[config.mk]
export PLATFORM = sky130hd
export DESIGN_NAME = serial_frame_ctrl
export DESIGN_NICKNAME = d
export VERILOG_FILES = /design/src/rtl/serial_frame_ctrl_pkg.sv /design/src/rtl/serial_frame_ctrl_frame_out_buf.sv /design/src/rtl/serial_frame_ctrl.sv
export SDC_FILE = /design/constraint.sdc
export NUM_CORES = 1
export LEC_CHECK = 0
export ABC_CLOCK_PERIOD_IN_PS = 2300
export CAP_MARGIN = 15
export CORE_ASPECT_RATIO = 0.6
export CORE_MARGIN = 2
export CORE_UTILIZATION = 54
export CTS_BUF_LIST = sky130_fd_sc_hd__clkbuf_8
export DETAILED_ROUTE_END_ITERATION = 8
export GPL_ROUTABILITY_DRIVEN = 0
export GPL_TIMING_DRIVEN = 1
export PLACE_DENSITY = 0.93
export SYNTH_ARGS = -nofsm -noshare
export SYNTH_HDL_FRONTEND = slang
export SYNTH_SLANG_ARGS = --single-unit
[constraint.sdc]
create_clock -name clk -period 2.3 [get_ports clk]
set_clock_uncertainty 0.05 [all_clocks]
set_input_delay 0.46 -clock clk [delete_from_list [all_inputs] [get_ports clk]]
set_output_delay 0.46 -clock clk [all_outputs]
set_load 0.01 [all_outputs]
[src/rtl/serial_frame_ctrl_pkg.sv]
// serial_frame_ctrl_pkg: shared state encoding and default payload width
package serial_frame_ctrl_pkg;
  typedef enum logic [1:0] {
    IDLE = 2'b00,
    ONE  = 2'b01,
    DATA = 2'b10,
    PAR  = 2'b11
  } state_t;
  localparam int DEF_DATA_W = 8;
endpackage

[src/rtl/serial_frame_ctrl_frame_out_buf.sv]
// frame_out_buf: one-entry valid/ready holding register with overrun flag and frame counter
module frame_out_buf #(
  parameter int DATA_W = 8
) (
  input  logic              clk,
  input  logic              rst,
  input  logic              load,
  input  logic [DATA_W-1:0] load_data,
  input  logic              load_perr,
  input  logic              data_ready,
  input  logic              clr_ovr,
  output logic [DATA_W-1:0] data_out,
  output logic              data_valid,
  output logic              parity_err,
  output logic              overrun,
  output logic [7:0]        frame_cnt
);
  logic accept, drop;
  assign accept = load & (~data_valid | data_ready);
  assign drop   = load & data_valid & ~data_ready;
  always_ff @(posedge clk or posedge rst) begin
    if (rst) begin
      data_out   <= '0;
      parity_err <= 1'b0;
      data_valid <= 1'b0;
      overrun    <= 1'b0;
      frame_cnt  <= '0;
    end else begin
      if (accept) begin
        data_out   <= load_data;
        parity_err <= load_perr;
        frame_cnt  <= frame_cnt + 1'b1;
      end
      data_valid <= accept | (data_valid & ~data_ready);
      overrun    <= drop | (overrun & ~clr_ovr);
    end
  end
endmodule

[src/rtl/serial_frame_ctrl.sv]
// serial_frame_ctrl: hunts for a "11" marker, shifts in LSB-first payload plus optional even parity,
// and hands each completed frame to a one-entry output buffer
module serial_frame_ctrl
  import serial_frame_ctrl_pkg::*;
#(
  parameter int DATA_W    = DEF_DATA_W,
  parameter bit PARITY_EN = 1'b1
) (
  input  logic              clk,
  input  logic              rst,
  input  logic              w,
  input  logic              bit_en,
  input  logic              data_ready,
  input  logic              clr_ovr,
  output logic [DATA_W-1:0] data_out,
  output logic              data_valid,
  output logic              parity_err,
  output logic              overrun,
  output logic              busy,
  output logic [7:0]        frame_cnt
);
  localparam int CW = $clog2(DATA_W);
  state_t            state, state_nx;
  logic [CW-1:0]     bit_cnt;
  logic [DATA_W-1:0] shreg, shreg_nx, load_data;
  logic              last, load, load_perr;
  assign last     = bit_cnt == CW'(DATA_W - 1);
  assign shreg_nx = {w, shreg[DATA_W-1:1]};
  always_ff @(posedge clk or posedge rst) begin
    if (rst) state <= IDLE;
    else if (bit_en) state <= state_nx;
  end
  always_comb begin
    state_nx = state;
    case (state)
      IDLE:    state_nx = w ? ONE : IDLE;
      ONE:     state_nx = w ? DATA : IDLE;
      DATA:    state_nx = last ? (PARITY_EN ? PAR : IDLE) : DATA;
      default: state_nx = IDLE;
    endcase
  end
  always_comb begin
    busy      = state != IDLE;
    load      = bit_en & ((state == DATA & last & !PARITY_EN) | state == PAR);
    load_data = (state == PAR) ? shreg : shreg_nx;
    load_perr = PARITY_EN & (state == PAR) & (^shreg ^ w);
  end
  always_ff @(posedge clk or posedge rst) begin
    if (rst) begin
      bit_cnt <= '0;
      shreg   <= '0;
    end else if (bit_en) begin
      if (state == ONE) bit_cnt <= '0;
      else if (state == DATA) begin
        shreg   <= shreg_nx;
        bit_cnt <= bit_cnt + 1'b1;
      end
    end
  end
  frame_out_buf #(.DATA_W(DATA_W)) u_buf (
    .clk        (clk),
    .rst        (rst),
    .load       (load),
    .load_data  (load_data),
    .load_perr  (load_perr),
    .data_ready (data_ready),
    .clr_ovr    (clr_ovr),
    .data_out   (data_out),
    .data_valid (data_valid),
    .parity_err (parity_err),
    .overrun    (overrun),
    .frame_cnt  (frame_cnt)
  );
endmodule

==> results of run 1 <==
## synth_stat cells
library cell   n  area [um2]
nand2_1       10        37.5
o21ai_0        3        15.0
xor2_1         5        43.8
nand3b_1       1        7.51
a31oi_1        2        12.5
mux2_2        12         135
nor3_1         2        10.0
and2_1         3        18.8
dfrtp_1       32         801
nor2_1         3        11.3
xnor2_1        8        70.1
nand3_1        1        5.00
buf_6          2        22.5
inv_1          5        18.8
ha_1           7        87.6
a22oi_1        1        7.51
a21o_1         1        7.51
nand4_1        2        12.5
o22ai_1        1        6.26
mux2_4         6        90.1
nand2b_1       3        18.8
buf_2          1        5.00
xnor3_1        1        22.5
## layout make-up
class / instances / area, um2 / area share [%]
multi-input combinational: 72 / 619 / 33.6
sequential: 32 / 801 / 43.5
inverter: 5 / 18.8 / 1.02
clock inverter: 2 / 7.51 / 0.408
clock buffer: 6 / 82.6 / 4.48
timing repair buffer: 28 / 273 / 14.8
tap: 32 / 40.0 / 2.17
## cell families after synthesis
family / count (synthesis) / synth area share (%)
adders and majority gates: 7 / 5.97
AOI/OAI and AO/OA: 8 / 3.33
xor gates and xnor gates: 14 / 9.30
muxes: 18 / 15.4
and+or+nand+nor: 25 / 8.28
buffers and inverters: 8 / 3.16
DFF: 32 / 54.6
## per-stage QoR
stage / cell area (um2) / power, W / setup slack (ns) / instances
floorplan: 1470 / 0.00155 / 0.668 / 112
global placement: 1750 / 0.00184 / 0.202 / 169
detailed placement: 1750 / 0.00193 / 0.167 / 169
CTS: 1840 / 0.00237 / 0.214 / 177
global route: 1840 / 0.00250 / 0.149 / 177
finish: 1840 / 0.00234 / 0.216 / 177
## worst max-delay path: stages, from the launching register on
cell,delay (ns)
dfrtp_1,0.43
inv_1,0.08
ha_1,0.21
inv_1,0.05
clkdlybuf4s50_1,0.52
## layer usage
metal / up-vias / global-route usage (%) / share of wire (%)
met1: 455 / 25.8 / 43
li1: 445 / - / -
met5: - / 0 / 0
met2: 30 / 35.2 / 49
met4: 0 / 9.06 / 1.4
met3: 5 / 7.74 / 6.0
## registers in the layout, summed over array words and instances, names as in the netlist
signal	flops
shreg	8
u_buf.data_out	8
u_buf.frame_cnt	8
bit_cnt	3
state	2
u_buf.data_valid	1
u_buf.overrun	1
u_buf.parity_err	1
## how the worst max path moves through the flow
| stage | end | slack (ns) | cells after the start |
|---|---|---|---|
| after detailed placement | u_buf.parity_err | 0.17 | 5 |
| after global placement | u_buf.parity_err | 0.20 | 5 |
| after floorplan | u_buf.data_out[0] | 0.67 | 6 |
| final | busy | 0.22 | 4 |
| after global routing | busy | 0.15 | 4 |
| after CTS | busy | 0.21 | 4 |
## power breakdown
part           internal [W]  switching, W
registers          0.000763      0.000191
logic              0.000588      0.000370
clock network      0.000235      0.000198
==> results by group, run 1 <==
Worst setup path
  • Number of cells on the worst reg-to-reg path: 4
  • Highest net fanout along the worst path: 5
  • CP required: 1.79 ns
  • Crit path capture type: output port
  • Crit path DAT: approximately 1.6 ns
  • FF-to-FF End: shreg[5]
  • R2r setup slk: 0.56 ns
  • Setup crit start kind: register
  • R2R Path Start: state[1]
  • Critical path class: register to output port
  • CP Launch Point: state[1]

Floorplanning
  • Die X: between 70 and 80 um
  • Die height: 44.4 um
  • Die area: 0.00316 mm2
  • I/O pins: 26
  • Std cell rows: 14
  • Core area: between 0.002 and 0.003 mm2
  • Initial Util: 57.7%

Outcome
  • Status: completed

Global route
  • Congestion Overflow GR: 0
  • Largest net degree at the start of global routing: 33
  • Vias in the first global route: 972
  • Overall routing resource usage: 21.3%
  • First-pass GRT wire length: 4770 um
  • Antenna violations before repair: 0

Layout
  • FILL cells: 164
  • Area Growth Syn to Fin: 25.6%
  • Ant diodes: 0
  • Commonest non-fill, non-tap cells in the layout: dfrtp_1, clkdlybuf4s50_1, mux2_2
  • Layout cells sized above 1: 18.6%
  • Commonest non-fill, non-tap cell in the layout: dfrtp_1
  • Layout Nets: 157
  • Layout Utilization: 72.5%

Power and ir drop
  • Leak: 0.877 nW
  • VDD IR max: 0.000772 V
  • Pwr per Cell Area: 1270 mW/mm2

Clocking
  • Longest Clk Path Bufs: 2
  • Hold_buf cts: 0
  • Sink Count: 32
  • CTS Root Cell: clkbuf_8
  • Clk_lat worst skew: 0.28 ns
  • Resize count post-CTS: 0
  • Total CTS buffers: 5
  • Setup Buffers After CTS: 0
  • H-tree depth: 2
  • Worst-path clk slew: 0.06 ns
  • CTS tree: built

Route
  • Via/cell ratio: around 5.3
  • Remaining antenna violation count after routing: 0
  • Via count: 935
  • Final wirelength: 2880 um
  • Drt wl/cell: 16.3 um
  • DRC viols: 0
  • Drt pass-1 iters: 4
  • Initial DRC Count: 68

Yosys
  • Synthesized area per cell: 13.1 um2
  • Cells after synthesis: 112
  • Yosys reg bits: 32
  • Post-synthesis cell type count: 23
  • Post-Syn Area: 0.00147 mm2
  • Yosys warns: 0
  • Seq/Total Area, Yosys: 54.6%
  • Net count after synthesis: 125

Run
  • Max_cap viols: 0

Min path
  • Hold path start: u_buf.frame_cnt[7]
  • Hold Path Stages: 1
  • Hold crit path type: register to register
  • Hold Path End: u_buf.frame_cnt[7]

STA
  • # setup viols final: 0
  • Unrepaired setup endpoints after global routing: no
  • Hold WS: roughly 0.42 ns
  • Fin. Hold Viols: 0
  • Fmax: 0.480 GHz
  • Worst-margin pin slew: approximately 0.44 ns
  • Fin Setup TNS: 0 ns
  • Final period utilization: 90.6%
  • Slew headroom: around 71%
  • Crit path time final: roughly 2.1 ns
  • Max-slew violations: 0

Place
  • Buffers added on ports: 25
  • DP HPWL: 2050 um
(Power assumes the default switching activity.)
==> inputs of run 2 (changes only) <==
--- a/config.mk
+++ b/config.mk
@@ -9,12 +9,13 @@
 export CAP_MARGIN = 15
 export CORE_ASPECT_RATIO = 0.6
 export CORE_MARGIN = 2
-export CORE_UTILIZATION = 54
+export CORE_UTILIZATION = 60
 export CTS_BUF_LIST = sky130_fd_sc_hd__clkbuf_8
 export DETAILED_ROUTE_END_ITERATION = 8
+export DONT_BUFFER_PORTS = 1
 export GPL_ROUTABILITY_DRIVEN = 0
 export GPL_TIMING_DRIVEN = 1
-export PLACE_DENSITY = 0.93
+export PLACE_DENSITY = 0.87
 export SYNTH_ARGS = -nofsm -noshare
 export SYNTH_HDL_FRONTEND = slang
 export SYNTH_SLANG_ARGS = --single-unit
==> results by group, run 2 (synthesized netlist as in run 1, its figures left out) <==
Outcome
  • Status: completed

STA
  • Final period utilization: 88.0%
  • Worst-margin pin slew: 0.720 ns
  • Max-slew violations: 0
  • Fmax: about 0.49 GHz
  • Unrepaired setup endpoints after global routing: no
  • Crit path time final: 2.02 ns
  • Fin. Hold Viols: 0
  • # setup viols final: 0
  • Fin Setup TNS: 0 ns
  • Slew headroom: a little over half

Global route
  • Antenna violations before repair: 0
  • Congestion Overflow GR: 0
  • Largest net degree at the start of global routing: 25
  • First-pass GRT wire length: 4390 um
  • Vias in the first global route: 918
  • Overall routing resource usage: around 22%

Worst setup path
  • Crit path max-delay cell type: and2_1
  • R2r setup slk: 0.28 ns
  • Crit path capture type: register
  • Slowest stage delay, CP: 0.61 ns
  • Crit path DAT: about 2.1 ns
  • CP required: 2.41 ns
  • Critical path class: register to register
  • Critical path cell sequence: ha_1, and2_1, and2_1, mux2_2
  • Highest net fanout along the worst path: 14
  • Buf/Inv on CP: 0
  • Cell family with most CP delay: simple AND/OR/NAND/NOR gates
  • Setup crit start kind: register
  • Cell mode on critical path: and2_1

Layout
  • Ant diodes: 0
  • Commonest non-fill, non-tap cells in the layout: dfrtp_1, mux2_2, nand2_1
  • Layout cells sized above 1: 23.3%
  • Final cell count without fillers: 150
  • Largest regs: shreg (8), u_buf.data_out (8), u_buf.frame_cnt (8)
  • Commonest non-fill, non-tap cell in the layout: dfrtp_1
  • Area Growth Syn to Fin: 8.70%
  • Layout Nets: 132

Floorplanning
  • Initial Util: 65.3%
  • Die height: approximately 42 um
  • Die X: a little under 70 um
  • Core area: 0.00224 mm2
  • Std cell rows: 13
  • Die area: between 0.002 and 0.003 mm2
  • I/O pins: 26

Clocking
  • Clk_lat worst skew: 0.28 ns
  • Resize count post-CTS: 0
  • Setup Buffers After CTS: 0
  • CTS Root Cell: clkbuf_8
  • Sink Count: 32
  • H-tree depth: 2
  • CTS tree: built
  • Worst-path clk slew: 0.07 ns
  • Total CTS buffers: 5
  • Longest Clk Path Bufs: 2

Power and ir drop
  • Leak: 0.782 nW
  • VDD IR max: 0.000873 V
  • Pwr per Cell Area: 1340 mW/mm2

Route
  • Drt wl/cell: 17.9 um
  • Drt pass-1 iters: 4
  • Via count: 870
  • Final wirelength: 2680 um
  • Via/cell ratio: 5.80
  • Remaining antenna violation count after routing: 0
  • DRC viols: 0
  • Initial DRC Count: 70

Place
  • Buffers added on ports: 0
  • DP HPWL: 1930 um
  • Cells after DPL: 141

Min path
  • Hold crit path type: input port to register

Run
  • Max_cap viols: 0
[run 2: area by class of cell]
cell class	instances	area, um2
tap	30	37.5
inverter	5	18.8
clock inverter	2	10.0
sequential	32	801
multi-input combinational	72	619
fill	157	651
clock buffer	6	82.6
timing repair buffer	3	25.0
[run 2: worst reg2reg max path, stage by stage (launching register included)]
cell     delay, ns
dfrtp_1       0.42
ha_1          0.23
and2_1        0.18
and2_1        0.61
mux2_2        0.42
[run 2: power breakdown]
part           total, W  switching, W  internal, W
sequential      0.00101      0.000251     0.000762
combinational  0.000684      0.000274     0.000410
clock          0.000439      0.000201     0.000238
[run 2: layer usage]
layer	GRT usage (%)	vias to the layer above	part of all wire, %
li1	-	390	-
met1	25.4	446	44
met2	35.7	30	47
met3	8.33	4	7.9
met4	9.20	0	1.3
met5	0	-	0
[run 2: path summary, 6_finish.rpt]
kind                                  from                  to  cells past startpoint
min in group asynchronous              rst   u_buf.data_out[1]                      2
worst min-delay path               clr_ovr       u_buf.overrun                      1
worst max-delay path              state[1]  u_buf.frame_cnt[1]                      4
worst max register to register    state[1]  u_buf.frame_cnt[1]                      4
worst min register to register  bit_cnt[2]          bit_cnt[2]                      2
max in group asynchronous              rst            shreg[6]                      3
[run 2: stage by stage]
step / util (%) / instance area, um2 / hold slack [ns] / power, W / setup slack, ns
after floorplan: - / 1470 / 0.404 / 0.00155 / 0.668
after global placement: 66.4 / 1490 / 0.268 / 0.00165 / 0.432
after detailed placement: 66.4 / 1490 / 0.280 / 0.00171 / 0.340
after CTS: 71.0 / 1590 / 0.225 / 0.00215 / 0.312
after global routing: 71.0 / 1590 / 0.228 / 0.00228 / 0.177
final: 71.0 / 1590 / 0.229 / 0.00214 / 0.276
[run 2: timing repair]
action                     in CTS  in global routing
hold buffers                    1                  0
hold endpoints to repair        8                  0
setup endpoints to repair       0                  0
